==> src/rtl/alu_mc_pkg.sv <==
// Shared types for the multi-cycle ALU: opcode encoding, FSM states and
// the split between single-cycle, multiply and divide opcodes.
// Also used by the testbench to name opcodes.
package alu_mc_pkg;

  typedef enum logic [3:0] {
    OP_AND   = 4'b0000,
    OP_OR    = 4'b0001,
    OP_ADD   = 4'b0010,
    OP_XOR   = 4'b0011,
    OP_SLL   = 4'b0100,
    OP_SRL   = 4'b0101,
    OP_SUB   = 4'b0110,
    OP_SRA   = 4'b0111,
    OP_SLT   = 4'b1000,
    OP_SLTU  = 4'b1001,
    OP_MUL   = 4'b1010,
    OP_MULHU = 4'b1011,
    OP_DIV   = 4'b1100,
    OP_DIVU  = 4'b1101,
    OP_REM   = 4'b1110,
    OP_REMU  = 4'b1111
  } alu_op_e;

  typedef enum logic [2:0] {
    ST_IDLE,
    ST_MUL,
    ST_DIV,
    ST_FIX,
    ST_DONE
  } alu_state_e;

  typedef enum logic [1:0] {
    CLS_SINGLE,
    CLS_MUL,
    CLS_DIV
  } op_class_e;

  // 1010/1011 are the multiplies, 11xx the divide family, all else is
  // resolved combinationally in one cycle.
  function automatic op_class_e op_class(input logic [3:0] op);
    if (op[3:1] == 3'b101) begin
      return CLS_MUL;
    end else if (op[3:2] == 2'b11) begin
      return CLS_DIV;
    end else begin
      return CLS_SINGLE;
    end
  endfunction

  // Within the divide family bit 0 clear means signed (DIV/REM).
  function automatic logic is_signed_div(input logic [3:0] op);
    return (op[3:2] == 2'b11) && !op[0];
  endfunction

endpackage

==> src/rtl/alu_mc_divider.sv <==
// Unsigned restoring divider core: one quotient bit per cycle.
// Latency: WIDTH cycles after start; last is high during the final iteration.
// Backpressure: none; start restarts the core, abort stops it immediately.
//
// Ports:
//   clk, rst_n          clock, async active-low reset
//   start, abort        load operands / cancel iteration
//   dividend, divisor   unsigned operands sampled on start
//   last                final iteration is being performed this cycle
//   quotient, remainder results, valid the cycle after last
module alu_mc_divider #(
  parameter int WIDTH = 32
) (
  input  logic             clk,
  input  logic             rst_n,
  input  logic             start,
  input  logic             abort,
  input  logic [WIDTH-1:0] dividend,
  input  logic [WIDTH-1:0] divisor,
  output logic             last,
  output logic [WIDTH-1:0] quotient,
  output logic [WIDTH-1:0] remainder
);

  localparam int CNT_W = $clog2(WIDTH) + 1;

  logic [WIDTH-1:0] rem_q;
  logic [WIDTH-1:0] quo_q;
  logic [WIDTH-1:0] dvs_q;
  logic [CNT_W-1:0] cnt_q;

  // The dividend is shifted out of quo_q MSB-first while quotient bits
  // shift in at the bottom, so one register serves both roles.
  logic [WIDTH:0] shifted;
  logic [WIDTH:0] diff;

  assign shifted = {rem_q, quo_q[WIDTH-1]};
  // Bit WIDTH of diff set means the trial subtraction went negative and
  // the partial remainder is restored (kept as shifted).
  assign diff    = shifted - {1'b0, dvs_q};

  assign last      = (cnt_q == CNT_W'(1));
  assign quotient  = quo_q;
  assign remainder = rem_q;

  always_ff @(posedge clk or negedge rst_n) begin
    if (!rst_n) begin
      rem_q <= '0;
      quo_q <= '0;
      dvs_q <= '0;
      cnt_q <= '0;
    end else if (abort) begin
      cnt_q <= '0;
    end else if (start) begin
      rem_q <= '0;
      quo_q <= dividend;
      dvs_q <= divisor;
      cnt_q <= CNT_W'(WIDTH);
    end else if (cnt_q != '0) begin
      cnt_q <= cnt_q - CNT_W'(1);
      if (!diff[WIDTH]) begin
        rem_q <= diff[WIDTH-1:0];
        quo_q <= {quo_q[WIDTH-2:0], 1'b1};
      end else begin
        rem_q <= shifted[WIDTH-1:0];
        quo_q <= {quo_q[WIDTH-2:0], 1'b0};
      end
    end
  end

endmodule

==> src/rtl/alu_mc.sv <==
// Multi-cycle ALU: logic/arith/shift/compare in one cycle, iterative MUL and DIV.
// Latency accept->done_o: 1 (single-cycle ops), WIDTH+1 (MUL/MULHU), WIDTH+2 (DIV family).
// Backpressure: ready_o only in IDLE; valid_i while busy is dropped, flush_i aborts.
//
// Ports:
//   clk, rst_n_i                      clock, async active-low reset
//   valid_i / ready_o                 request handshake (accept = valid & ready & !flush)
//   op_i, rdata1_i, rdata2_i, imme_i  opcode, operand A, register / immediate operand B
//   alusrc_i                          1: B = rdata2_i, 0: B = imme_i
//   flush_i                           abort whatever is in flight, no done_o
//   result_o, done_o                  result held until next done_o, one-cycle done pulse
//   zero_o, neg_o, carry_o, ovf_o     flags, held with result_o
module alu_mc
  import alu_mc_pkg::*;
#(
  parameter int WIDTH   = 32,
  parameter int SHAMT_W = $clog2(WIDTH)
) (
  input  logic             clk,
  input  logic             rst_n_i,
  input  logic             valid_i,
  output logic             ready_o,
  input  logic [3:0]       op_i,
  input  logic [WIDTH-1:0] rdata1_i,
  input  logic [WIDTH-1:0] rdata2_i,
  input  logic [WIDTH-1:0] imme_i,
  input  logic             alusrc_i,
  input  logic             flush_i,
  output logic [WIDTH-1:0] result_o,
  output logic             done_o,
  output logic             zero_o,
  output logic             neg_o,
  output logic             carry_o,
  output logic             ovf_o
);

  localparam int CNT_W = $clog2(WIDTH) + 1;

  alu_state_e state;

  logic [WIDTH-1:0] op_a;
  logic [WIDTH-1:0] op_b;
  logic [SHAMT_W-1:0] shamt;
  op_class_e        cls;
  logic             accept;

  assign op_a   = rdata1_i;
  assign op_b   = alusrc_i ? rdata2_i : imme_i;
  assign shamt  = op_b[SHAMT_W-1:0];
  assign cls    = op_class(op_i);
  assign accept = valid_i & ready_o & ~flush_i;

  // ---------------------------------------------------------------------
  // Single-cycle datapath, evaluated on the live inputs at accept
  // ---------------------------------------------------------------------
  logic [WIDTH:0]   add_full;
  logic [WIDTH:0]   sub_full;
  logic [WIDTH-1:0] sc_res;
  logic             sc_carry;
  logic             sc_ovf;

  assign add_full = {1'b0, op_a} + {1'b0, op_b};
  // a + ~b + 1: the carry out is the inverted borrow.
  assign sub_full = {1'b0, op_a} + {1'b0, ~op_b} + {{WIDTH{1'b0}}, 1'b1};

  always_comb begin
    sc_res   = '0;
    sc_carry = 1'b0;
    sc_ovf   = 1'b0;
    case (op_i)
      OP_AND: sc_res = op_a & op_b;
      OP_OR:  sc_res = op_a | op_b;
      OP_XOR: sc_res = op_a ^ op_b;
      OP_ADD: begin
        sc_res   = add_full[WIDTH-1:0];
        sc_carry = add_full[WIDTH];
        sc_ovf   = (op_a[WIDTH-1] == op_b[WIDTH-1]) &&
                   (add_full[WIDTH-1] != op_a[WIDTH-1]);
      end
      OP_SUB: begin
        sc_res   = sub_full[WIDTH-1:0];
        sc_carry = sub_full[WIDTH];
        sc_ovf   = (op_a[WIDTH-1] != op_b[WIDTH-1]) &&
                   (sub_full[WIDTH-1] != op_a[WIDTH-1]);
      end
      OP_SLL:  sc_res = op_a << shamt;
      OP_SRL:  sc_res = op_a >> shamt;
      OP_SRA:  sc_res = $signed(op_a) >>> shamt;
      OP_SLT:  sc_res = {{(WIDTH-1){1'b0}}, ($signed(op_a) < $signed(op_b))};
      OP_SLTU: sc_res = {{(WIDTH-1){1'b0}}, (op_a < op_b)};
      default: sc_res = '0;
    endcase
  end

  // ---------------------------------------------------------------------
  // Shift-add multiplier: multiplier starts in the low half, product
  // accumulates in the high half and everything shifts right each cycle.
  // ---------------------------------------------------------------------
  logic [2*WIDTH-1:0] mul_acc;
  logic [WIDTH-1:0]   mul_mcand;
  logic [CNT_W-1:0]   mul_cnt;
  logic               mul_hi;
  logic [WIDTH:0]     mul_sum;
  logic [2*WIDTH-1:0] mul_acc_nxt;

  assign mul_sum     = {1'b0, mul_acc[2*WIDTH-1:WIDTH]} +
                       (mul_acc[0] ? {1'b0, mul_mcand} : {(WIDTH+1){1'b0}});
  assign mul_acc_nxt = {mul_sum, mul_acc[WIDTH-1:1]};

  // ---------------------------------------------------------------------
  // Divider: magnitudes go to the unsigned core, signs are re-applied in FIX
  // ---------------------------------------------------------------------
  logic             a_neg;
  logic             b_neg;
  logic [WIDTH-1:0] a_mag;
  logic [WIDTH-1:0] b_mag;
  logic             div_start;
  logic             div_last;
  logic [WIDTH-1:0] div_quo;
  logic [WIDTH-1:0] div_rem;
  logic             div_q_neg;
  logic             div_r_neg;
  logic             div_zero;
  logic             div_rem_sel;
  logic [WIDTH-1:0] div_dvd;
  logic [WIDTH-1:0] fix_quo;
  logic [WIDTH-1:0] fix_rem;

  assign a_neg     = is_signed_div(op_i) & op_a[WIDTH-1];
  assign b_neg     = is_signed_div(op_i) & op_b[WIDTH-1];
  // Negating the most-negative value yields itself, which read unsigned is
  // exactly its magnitude, so MIN / -1 falls out as MIN with remainder 0.
  assign a_mag     = a_neg ? -op_a : op_a;
  assign b_mag     = b_neg ? -op_b : op_b;
  assign div_start = accept & (cls == CLS_DIV);

  alu_mc_divider #(
    .WIDTH (WIDTH)
  ) u_divider (
    .clk       (clk),
    .rst_n     (rst_n_i),
    .start     (div_start),
    .abort     (flush_i),
    .dividend  (a_mag),
    .divisor   (b_mag),
    .last      (div_last),
    .quotient  (div_quo),
    .remainder (div_rem)
  );

  // Divide by zero overrides the sign rule: quotient stays all-ones and the
  // remainder is the original dividend.
  assign fix_quo = div_zero  ? '1 : (div_q_neg ? -div_quo : div_quo);
  assign fix_rem = div_zero  ? div_dvd : (div_r_neg ? -div_rem : div_rem);

  // ---------------------------------------------------------------------
  // Result commit: one mux feeds the output registers from whichever
  // datapath finishes this cycle.
  // ---------------------------------------------------------------------
  logic             commit;
  logic [WIDTH-1:0] commit_res;
  logic             commit_carry;
  logic             commit_ovf;

  always_comb begin
    commit       = 1'b0;
    commit_res   = '0;
    commit_carry = 1'b0;
    commit_ovf   = 1'b0;
    case (state)
      ST_IDLE: begin
        commit       = accept & (cls == CLS_SINGLE);
        commit_res   = sc_res;
        commit_carry = sc_carry;
        commit_ovf   = sc_ovf;
      end
      ST_MUL: begin
        commit     = ~flush_i & (mul_cnt == CNT_W'(1));
        commit_res = mul_hi ? mul_acc_nxt[2*WIDTH-1:WIDTH] : mul_acc_nxt[WIDTH-1:0];
      end
      ST_FIX: begin
        commit     = ~flush_i;
        commit_res = div_rem_sel ? fix_rem : fix_quo;
      end
      default: commit = 1'b0;
    endcase
  end

  // ---------------------------------------------------------------------
  // Control FSM with registered outputs
  // ---------------------------------------------------------------------
  always_ff @(posedge clk or negedge rst_n_i) begin
    if (!rst_n_i) begin
      state       <= ST_IDLE;
      ready_o     <= 1'b1;
      done_o      <= 1'b0;
      result_o    <= '0;
      zero_o      <= 1'b0;
      neg_o       <= 1'b0;
      carry_o     <= 1'b0;
      ovf_o       <= 1'b0;
      mul_acc     <= '0;
      mul_mcand   <= '0;
      mul_cnt     <= '0;
      mul_hi      <= 1'b0;
      div_q_neg   <= 1'b0;
      div_r_neg   <= 1'b0;
      div_zero    <= 1'b0;
      div_rem_sel <= 1'b0;
      div_dvd     <= '0;
    end else begin
      done_o <= commit;
      if (commit) begin
        result_o <= commit_res;
        zero_o   <= (commit_res == '0);
        neg_o    <= commit_res[WIDTH-1];
        carry_o  <= commit_carry;
        ovf_o    <= commit_ovf;
      end

      if (flush_i) begin
        state   <= ST_IDLE;
        ready_o <= 1'b1;
      end else begin
        case (state)
          ST_IDLE: begin
            if (valid_i) begin
              ready_o <= 1'b0;
              case (cls)
                CLS_MUL: begin
                  mul_acc   <= {{WIDTH{1'b0}}, op_b};
                  mul_mcand <= op_a;
                  mul_cnt   <= CNT_W'(WIDTH);
                  mul_hi    <= op_i[0];
                  state     <= ST_MUL;
                end
                CLS_DIV: begin
                  div_q_neg   <= a_neg ^ b_neg;
                  div_r_neg   <= a_neg;
                  div_zero    <= (op_b == '0);
                  div_rem_sel <= op_i[1];
                  div_dvd     <= op_a;
                  state       <= ST_DIV;
                end
                default: state <= ST_DONE;
              endcase
            end
          end
          ST_MUL: begin
            mul_acc <= mul_acc_nxt;
            mul_cnt <= mul_cnt - CNT_W'(1);
            if (mul_cnt == CNT_W'(1)) begin
              state <= ST_DONE;
            end
          end
          ST_DIV: begin
            if (div_last) begin
              state <= ST_FIX;
            end
          end
          ST_FIX: state <= ST_DONE;
          ST_DONE: begin
            state   <= ST_IDLE;
            ready_o <= 1'b1;
          end
          default: begin
            state   <= ST_IDLE;
            ready_o <= 1'b1;
          end
        endcase
      end
    end
  end

endmodule
==> config.mk <==
export PLATFORM = sky130hd
export DESIGN_NAME = alu_mc
export DESIGN_NICKNAME = d
export VERILOG_FILES = /design/src/rtl/alu_mc_pkg.sv /design/src/rtl/alu_mc_divider.sv /design/src/rtl/alu_mc.sv
export SDC_FILE = /design/constraint.sdc
export NUM_CORES = 1
export LEC_CHECK = 0
export CAP_MARGIN = 15
export CELL_PAD_IN_SITES_DETAIL_PLACEMENT = 1
export CELL_PAD_IN_SITES_GLOBAL_PLACEMENT = 1
export CORE_MARGIN = 2
export CORE_UTILIZATION = 40
export CTS_CLUSTER_DIAMETER = 200
export CTS_CLUSTER_SIZE = 10
export DETAILED_ROUTE_END_ITERATION = 6
export PLACE_DENSITY = 0.78
export SETUP_SLACK_MARGIN = 0.05
export SLEW_MARGIN = 25
export SYNTH_ARGS = -nofsm -noshare
export SYNTH_HDL_FRONTEND = slang
export SYNTH_SLANG_ARGS = --single-unit
export TNS_END_PERCENT = 20
==> constraint.sdc <==
create_clock -name clk -period 6 [get_ports clk]
set_input_delay 0.9 -clock clk [delete_from_list [all_inputs] [get_ports clk]]
set_output_delay 0.9 -clock clk [all_outputs]
set_load 0.05 [all_outputs]
# Word-level counts from Yosys, hierarchy flattened
# Cells that the tools add are included.
[classes] mux=43 addsub=11 n_lt_le_gt_ge=2 n_reduce_logical=21 eq_ne=28 bitwise=13 shifts=3
[ops] operator="32-bit two-way mux" count=15
[ops] operator="32-bit case mux with 10 select lines" count=1
[ops] operator="64-bit two-way mux" count=2
[ops] operator="32-bit negator" count=4
[ops] operator="64-bit case mux with 2 select lines" count=1
[ops] operator="32-bit by 32-bit adder with 33-bit output" count=3
[ops] operator="32-bit case mux with 3 select lines" count=1
[ops] operator="32-bit logical NOT" count=2
[ops] operator="32-bit < comparator" count=2
[ops] operator="33-bit by 1-bit adder with 33-bit output, second input constant" count=1
[ops] operator="33-bit by 32-bit subtractor with 33-bit output" count=1
[ops] operator="32-bit AND" count=1
[ops] operator="32-bit NOT" count=1
[ops] operator="32-bit OR" count=1
[ops] operator="32-bit by 5-bit << shifter with 32-bit output" count=1
[ops] operator="32-bit by 5-bit right shift with 32-bit output" count=1
[ops] operator="32-bit by 5-bit >>> shifter with 32-bit output" count=1
[ops] operator="32-bit XOR" count=1
[ops] operator="6-bit two-way mux" count=5
[ops] operator="4-bit by 3-bit equality test with 1-bit output, second input constant" count=4
[ops] operator="6-bit by 1-bit equality test with 1-bit output, second input constant" count=2
[ops] operator="3-bit two-way mux" count=4
[ops] operator="3-bit case mux with 4 select lines" count=1
[ops] operator="6-bit case mux with 2 select lines" count=1
[ops] operator="other kinds (34)" count=64
[word_totals] regBits=282 word_cells=142 input_bits=105 out_inout_bits=38

# Logic depth before layout (Yosys ltp)
# Gate-level depths: netlist of run 1.
[depth] depth_word=8 mapped_depth=23 depth_no_buf=17

# Cells and area by module
# From an unflattened synthesis of run 1, not the netlist that was laid out.
[hier_totals] hier_cells=3692 hier_area_um2=29425.7
[by_module_without_submodules] module="alu_mc" instances=1 cells_per_inst=2998 area_per_inst_um2=23171.0 seq_area_each_um2=4480.5
[by_module_without_submodules] module="alu_mc_divider" instances=1 cells_per_inst=694 area_per_inst_um2=6254.7 seq_area_each_um2=2552.4

# Least setup slack after synthesis of run 1
# Ideal clock, no wire load.
[synth_timing] path_kind="input-to-reg" start="input port alusrc_i" end="register zero_o" path_stages=23 t_required_ps=5896 arrival_time_ps=6415 setup_ps=104 path_slack_ps=-518 path_buffers=6 cell_sequence="buf_6 mux2i_4 inv_2 buf_6 buf_6 buf_4 clkbuf_1 buf_2 ha_1 inv_1 fa_1 or2_2 a211oi_1 o31ai_1 a211o_1 nand2_1 mux2_2 o41a_1 nor2_1 nand4_1 or4_1 or4_1 o41ai_2"
[synth_via] elab_chain_len=7 elab_cells_between_ends=16 cone_classes="add/sub: 3; order compare: 2; shift: 3; mux: 3; bitwise: 4; reduce/logical: 1"
[synth_rtl] element="start: declaration" line="alu_mc.sv:27" source="input logic alusrc_i,"
[synth_rtl] element="32-bit two-way mux *" line="alu_mc.sv:48" source="assign op_b = alusrc_i ? rdata2_i : imme_i;"
[synth_rtl] element="32-bit NOT" line="alu_mc.sv:64" source="assign sub_full = {1'b0, op_a} + {1'b0, ~op_b} + {{WIDTH{1'b0}}, 1'b1};"
[synth_rtl] element="32-bit by 32-bit adder with 33-bit output" line="alu_mc.sv:64"
[synth_rtl] element="33-bit by 1-bit adder with 33-bit output" line="alu_mc.sv:64"
[synth_rtl] element="32-bit case mux with 10 select lines *" line="alu_mc.sv:70" source="case (op_i)"
[synth_rtl] element="32-bit case mux with 3 select lines *" line="alu_mc.sv:170" source="case (state)"
[synth_rtl] element="32-bit logical NOT *" line="alu_mc.sv:215" source="zero_o <= (commit_res == '0);"
[synth_rtl] element="end signal: assignment" line="alu_mc.sv:215"
[synth_rtl] element="end: declaration" line="alu_mc.sv:31" source="output logic zero_o,"
# Every way passes the cells marked *; elsewhere a longest branch is shown, timed or not.
# A chain may end at the register's enable or synchronous reset.

# Worst setup path in the final report of run 1
[layout_timing] start="input port imme_i[0]" end="register zero_o"
[layout_via] elab_chain_len=7 elab_cells_between_ends=16 cone_classes="add/sub: 3; order compare: 2; shift: 3; mux: 3; bitwise: 4; reduce/logical: 1"
[layout_rtl] element="start: declaration" line="alu_mc.sv:26" source="input logic [WIDTH-1:0] imme_i,"
[layout_rtl] element="32-bit two-way mux *" line="alu_mc.sv:48"
[layout_rtl] element="32-bit NOT" line="alu_mc.sv:64"
[layout_rtl] element="32-bit by 32-bit adder with 33-bit output" line="alu_mc.sv:64"
[layout_rtl] element="33-bit by 1-bit adder with 33-bit output" line="alu_mc.sv:64"
[layout_rtl] element="32-bit case mux with 10 select lines *" line="alu_mc.sv:70"
[layout_rtl] element="32-bit case mux with 3 select lines *" line="alu_mc.sv:170"
[layout_rtl] element="32-bit logical NOT *" line="alu_mc.sv:215"
# Marked as above.

==> run metrics, run 1 <==
Clock Pin Slew Worst Setup and Hold Paths 0.09 ns; Synth Area in Compound Gates 27.46%; count of final max-slew check failures 0; data arrival time of the worst path 6.39 ns; post-synthesis average cell area 7.781 um^2; Post-Synth XOR/XNOR Area 6.186%; largest net degree at the start of global routing 131; Least-Margin Pin Slew 1.168 ns; RSZ-0062 raised after global routing no; Hold Crit Class in2async; gpl congestion 1.067; antenna viol nets, final 0; post-DR wirelength/cell 34.49 um; largest family of logic cells by synthesized area compound AO/OA/AOI/OAI gates; multi-input logic area 20,290 um^2; Die ar. 74,380 um^2; # setup viols final 0; synth unique cells 96; CP Class in2reg; Die Wd 272.7 um; CP startpoint imme_i[0]; Initial Util 40.41%; CP max stage delay 0.65 ns; P&R area growth vs syn 22.73%; Resized cells post-CTS 0; mux cell area share after synthesis 9.435%; insertion delay to the later sink of the worst-skew pair 0.59 ns; post-synthesis simple-gate area fraction 18.90%; Clock power frac 15.2%; post-synthesis register bit count 281; number of fill cells in the layout 8,708; non-filler cells in the finished layout 5,096; CP cell instances clkdlybuf4s50_1 > mux2i_4 > buf_4 > mux4_2 > mux2i_1 > o22ai_1 > a311oi_1 > o22ai_1 > a211oi_2 > o2111a_1 > nand4_1 > or4_1 > or4_1 > o41ai_2; total detailed-routing wirelength 175,800 um; sequential area share after synthesis 24.35%; R2R Path Start u_divider.remainder[1]$_DFFE_PN0P_; Worst slew margin 22.11%; Sw Pwr 6526 uW; DP Wirelength 140,200 um; number of global-route vias before repair 33.44k; Root Buffer clkbuf_16; fin nets 4,405; first-pass GRT wire length 248,000 um; skew final 0.04516 ns; LEAKAGE 0.01545 uW; switching share of power 49.83%; Register Area 7034 um^2; Die H 272.7 um; CTS Hold Bufs 0; Finished Cell Area 35,450 um^2; post-synthesis adder-cell area fraction 7.858%; core area 71,490 um^2; initial drt markers 4,341; minimum clock period 5.908 ns; Final period util 98.46%; Mapped Cells 3,712; number of synthesized flops with an enable pin 0; Post-Place Cells 5,035; drt via density 6.676; Comb power frac 58.3%; Post-CTS Setup Repair Bufs 0; ys flop type dfrtp_1; num ports 143; post-synth top area cell dfrtp_1; outcome finished, final reports clean; vias post-DR 34.02k; Num CTS Buffers 34; Area contributors post-synth dfrtp_1 24%, ha_1 7.6%, o21ai_0 6.7%; Pint 6570 uW; Startpoint Class input port; Critical Path Fanout Max 25; initial antenna violation count 15; WP data required 6.48 ns; sequential power share 26.5%; Worst IR Drop VDD 0.8338 mV; Pwr per Cell Area 369.4 nW/um^2; mapped cell area 28,880 um^2; DP Area 34,460 um^2; max_cap viols 0; Tot GR Track Use 46.34%; fmax 0.1693 GHz; Fin. Hold Viols 0; Post-route DRC 0; share of layout cells above drive strength 1 16.09%; Worst path slowest cell mux4_2; Worst Setup End Kind register; FFs w/ async S/R, synth 100.0%; yosys warns 0; total power draw 13,100 uW; top-area cell type share of the netlist area 24.26%; Initial DRT Pass Iterations 6; # H-tree levels 2; Num Clock Sinks 281; Max Buffers Root-to-Sink 3; # port buffers 142; CTS tree built; post-synthesis net count 3,996; Rows 98; grt ovf 0; setup_tns 0 ns
-- kinds of logic after synthesis --
| group | count (synthesis) |
|---|---|
| muxes | 208 |
| adders and majority gates | 179 |
| xor gates and xnor gates | 204 |
| AOI/OAI and AO/OA | 1234 |
| buffers and inverters | 430 |
| and+or+nand+nor | 1176 |
| DFF | 281 |
-- registers in the layout, indices dropped and copies added (netlist names), 3 cells and up --
signal / flops
result_o: 32
mul_mcand: 32
u_divider.remainder: 32
u_divider.dvs_q: 32
div_dvd: 32
mul_acc: 64
mul_cnt: 6
state: 3
u_divider.quotient: 32
u_divider.cnt_q: 6
-- stage by stage --
| step | setup slack (ns) | utilization, % | hold WS (ns) |
|---|---|---|---|
| floorplan | 0.05444 | - | 0.4413 |
| global placement | -0.2256 | 48.20 | 0.4544 |
| detailed placement | -0.2602 | 48.21 | 0.4631 |
| CTS | 0.3121 | 49.54 | 0.3586 |
| global route | 0.1200 | 49.54 | 0.3767 |
| finish | 0.09223 | 49.59 | 0.2990 |
-- power by group through the flow --
| stage | Combinational (uW) | Clock, uW | Sequential [uW] |
|---|---|---|---|
| 2_1_floorplan | 4340 | 0 | 3530 |
| 3_3_place_gp | 7170 | 0 | 3430 |
| 3_5_place_dp | 7390 | 0 | 3470 |
| 4_1_cts | 7460 | 1990 | 3440 |
| 5_1_grt | 8150 | 2050 | 3560 |
| 6_report | 7630 | 1990 | 3480 |
-- Yosys cell counts (18+ instances only) --
cell type and count:
a211oi_1 48, a21o_1 41, a21oi_1 231, a221oi_1 33, a22oi_1 41, a31oi_1 55
and2_1 50, and3_1 21, buf_1 27, buf_2 19, clkbuf_1 215, dfrtp_1 280
ha_1 175, inv_1 151, mux2i_1 146, mux4_2 48, nand2_1 438, nand2b_1 38
nand3_1 63, nand4_1 23, nor2_1 310, nor2b_1 26, nor3_1 62, nor3b_1 18
nor4_1 30, o211ai_1 39, o21a_1 19, o21ai_0 388, o21ai_1 18, o21bai_1 32
o22ai_1 50, o31ai_1 41, o41ai_1 23, or3_1 28, xnor2_1 150, xor2_1 54
-- worst paths after layout --
| path | end | slack, ns | cells past startpoint |
|---|---|---|---|
| worst max-delay path | zero_o$_DFFE_PN0P_ | 0.09 | 14 |
| worst min-delay path | u_divider.remainder[26]$_DFFE_PN0P_ | 0.30 | 1 |
| worst max register to register | zero_o$_DFFE_PN0P_ | 0.47 | 13 |
| worst min register to register | mul_mcand[22]$_DFFE_PN0P_ | 0.48 | 2 |
| max in group asynchronous | u_divider.quotient[13]$_DFFE_PN0P_ | 4.16 | 2 |
| min in group clk | mul_mcand[22]$_DFFE_PN0P_ | 0.48 | 2 |
-- worst max-delay path, delay by kind of cell --
family | cells | cell delay, ns
AND/OR/NAND/NOR | 3 | 1.19
multiplexers | 3 | 1.18
AO/OA/AOI/OAI | 6 | 2.25
buffers and inverters | 2 | 0.84
-- area by class of cell --
cell class,count,area share (%)
Inverter,162,1.729
Clock buffer,44,2.506
Multi-Input combinational cell,3001,57.24
Antenna cell,13,0.09177
Sequential cell,281,19.84
Clock inverter,4,0.1906
Timing Repair Buffer,641,15.04
Tap cell,950,3.353
-- placed cells by master (no fill, tap or decap), types with 28 or more instances in the layout --
master | Yosys | routed
a221oi_1 | 33 | 33
mux4_2 | 48 | 48
a31oi_1 | 55 | 55
o22ai_1 | 50 | 50
and2_1 | 50 | 50
xnor2_1 | 150 | 149
o211ai_1 | 39 | 39
xor2_1 | 54 | 54
a22oi_1 | 41 | 41
nor3_1 | 62 | 61
or3_1 | 28 | 28
o21bai_1 | 32 | 31
clkdlybuf4s50_1 | 0 | 138
inv_1 | 151 | 151
nor2_1 | 310 | 307
a21oi_1 | 231 | 231
nand3_1 | 63 | 62
a21o_1 | 41 | 41
buf_4 | 3 | 485
o21ai_0 | 388 | 388
nor4_1 | 30 | 30
dfrtp_1 | 280 | 279
nand2b_1 | 38 | 38
a211oi_1 | 48 | 47
clkbuf_16 | 0 | 34
o31ai_1 | 41 | 40
ha_1 | 175 | 174
mux2i_1 | 146 | 144
nand2_1 | 438 | 435
-- metal layers --
layer  track usage, %  wire length [um]
met1            61.18             70070
met2            66.40             71650
met3            10.71             19170
met4            33.01             14870
met5                0                11
Note: power is estimated with default switching activity, not from simulation.
==> run 2: changes to the inputs <==
- CAP_MARGIN: 15 -> 10
- GPL_TIMING_DRIVEN: not set -> 0
- PLACE_DENSITY: 0.78 -> not set
- PLACE_DENSITY_LB_ADDON: not set -> 0.3
==> run metrics, run 2 (same netlist as run 1, synthesis figures left out) <==
Max Buffers Root-to-Sink 3; post-DR wirelength/cell 35.67 um; Tot GR Track Use 46.12%; DP Wirelength 136,000 um; Die Wd 272.7 um; number of global-route vias before repair 33.20k; # H-tree levels 2; vias post-DR 33.92k; Worst Setup End Kind register; CTS tree built; grt ovf 0; WP data required 6.40 ns; Rows 98; final worst slack -0.1532 ns; largest net degree at the start of global routing 82; share of layout cells above drive strength 1 10.48%; Num CTS Buffers 34; Fin. Hold Viols 0; Post-Place Cells 4,809; drt via density 6.896; Startpoint Class input port; commonest non-fill, non-tap cell in the layout nand2_1; worst hold slack 0.3451 ns; violated checks setup timing; number of flip-flops in the largest register 64; Pwr per Cell Area 376.3 nW/um^2; # port buffers 137; data arrival time of the worst path 6.56 ns; Worst IR Drop VDD 0.2363 mV; fmax 0.1625 GHz; initial antenna violation count 22; RSZ-0062 raised after global routing yes; Critical Path Fanout Max 10; CP Class in2reg; num ports 143; Reg with most FFs mul_acc; CTS Hold Bufs 0; Die H 272.7 um; non-filler cells in the finished layout 4,918; max_cap viols 0; Hold Crit Class in2async; Post-route DRC 0; first-pass GRT wire length 246,700 um; Num Clock Sinks 281; fin nets 4,228; antenna viol nets, final 0; minimum clock period 6.153 ns; outcome complete, but fails checks; Initial DRT Pass Iterations 5; skew final 0.02618 ns; LEAKAGE 0.01397 uW; Clock Pin Slew Worst Setup and Hold Paths 0.06 ns; most frequent cells in the layout 437 x nand2_1, 380 x o21ai_0, 308 x nor2_1; P&R area growth vs syn 18.15%; insertion delay to the later sink of the worst-skew pair 0.54 ns; Final period util 102.6%; Least-Margin Pin Slew 1.320 ns; Worst slew margin 12.01%; total detailed-routing wirelength 175,400 um; # setup viols final 1; Root Buffer clkbuf_16; gpl congestion 1.089; initial drt markers 4,318; Die ar. 74,380 um^2; count of final max-slew check failures 0; core area 71,490 um^2; Initial Util 40.41%
-- run 2: cell types whose count changed in the layout (fill, tap and decap cells not counted), sizes merged --
cell	delta
clkinvlp	+22
clkdlybuf4s50	-20
clkdlybuf4s15	+2
buf	-379
diode	+3
dlygate4sd2	+8
dlymetal6s2s	+6
clkinv	-2
inv	-22
clkbuf	+204
-- run 2: layout make-up --
cell class / count / area (um^2)
Fill cell: 8703 / 37360
Tap cell: 950 / 1189
Timing Repair Buffer: 206 / 1966
Multi-Input combinational cell: 3001 / 20940
Clock inverter: 2 / 17.52
Sequential cell: 281 / 7033
Buffer: 258 / 1326
Inverter: 162 / 710.7
Antenna cell: 16 / 40.04
Clock buffer: 42 / 902.1
-- run 2: worst paths after layout --
kind,startpoint,end,slack [ns],depth (start not counted)
worst max-delay path,rdata2_i[2],zero_o$_DFFE_PN0P_,-0.15,16
worst min-delay path,rst_n_i,u_divider.cnt_q[3]$_DFFE_PN0P_,0.35,1
worst max register to register,mul_acc[0]$_DFFE_PN0P_,zero_o$_DFFE_PN0P_,0.33,16
worst min register to register,mul_mcand[15]$_DFFE_PN0P_,mul_mcand[15]$_DFFE_PN0P_,0.47,2
max in group asynchronous,rst_n_i,result_o[3]$_DFFE_PN0P_,4.05,4
min in group clk,mul_mcand[15]$_DFFE_PN0P_,mul_mcand[15]$_DFFE_PN0P_,0.47,2
-- run 2: through the flow --
stage	setup TNS, ns	setup WS (ns)	area (um^2)	utilization [%]	total power [uW]
final	-0.1532	-0.1532	34130	47.74	12840
after global routing	-0.04153	-0.04153	34090	47.69	13450
after CTS	0	0.05315	33800	47.29	12540
after detailed placement	-41.52	-2.398	31760	44.43	10460
after global placement	-2565.13	-8.880	31520	44.09	10280
after floorplan	0	0.05444	28960	-	7869
-- run 2: worst max-delay path, stage by stage --
cell	delay, ns
clkdlybuf4s50_1	0.49
mux2i_4	0.23
buf_4	0.17
buf_4	0.20
clkbuf_1	0.66
nand2_1	0.43
o21ai_0	0.47
mux2i_1	0.16
o21ai_0	0.52
and3_1	0.37
o311ai_1	0.27
nor4_2	0.51
and4_1	0.33
nand4bb_1	0.12
or4_1	0.45
o41ai_2	0.26
-- run 2: what timing repair did --
| item | CTS | global route |
|---|---|---|
| endpoints found under the setup margin | 36 | 4 |
| resized for setup | 227 | 69 |
| gates cloned | 1 | 0 |
| pin swaps | 20 | 15 |
| buffers inserted | 48 | 10 |
-- run 2: power breakdown --
group / switching, uW / internal (uW)
Clock: 854 / 1050
Combinational: 4880 / 2670
Sequential: 755 / 2630
Total: 6490 / 6360
-- run 2: routing by layer --
layer	part of all wire, %	global-route usage, %	wire, um
met1	38	56.89	66600
met2	42	68.57	73540
met3	10	11.08	18120
met4	9.7	37.28	17060
met5	0.070	0	123
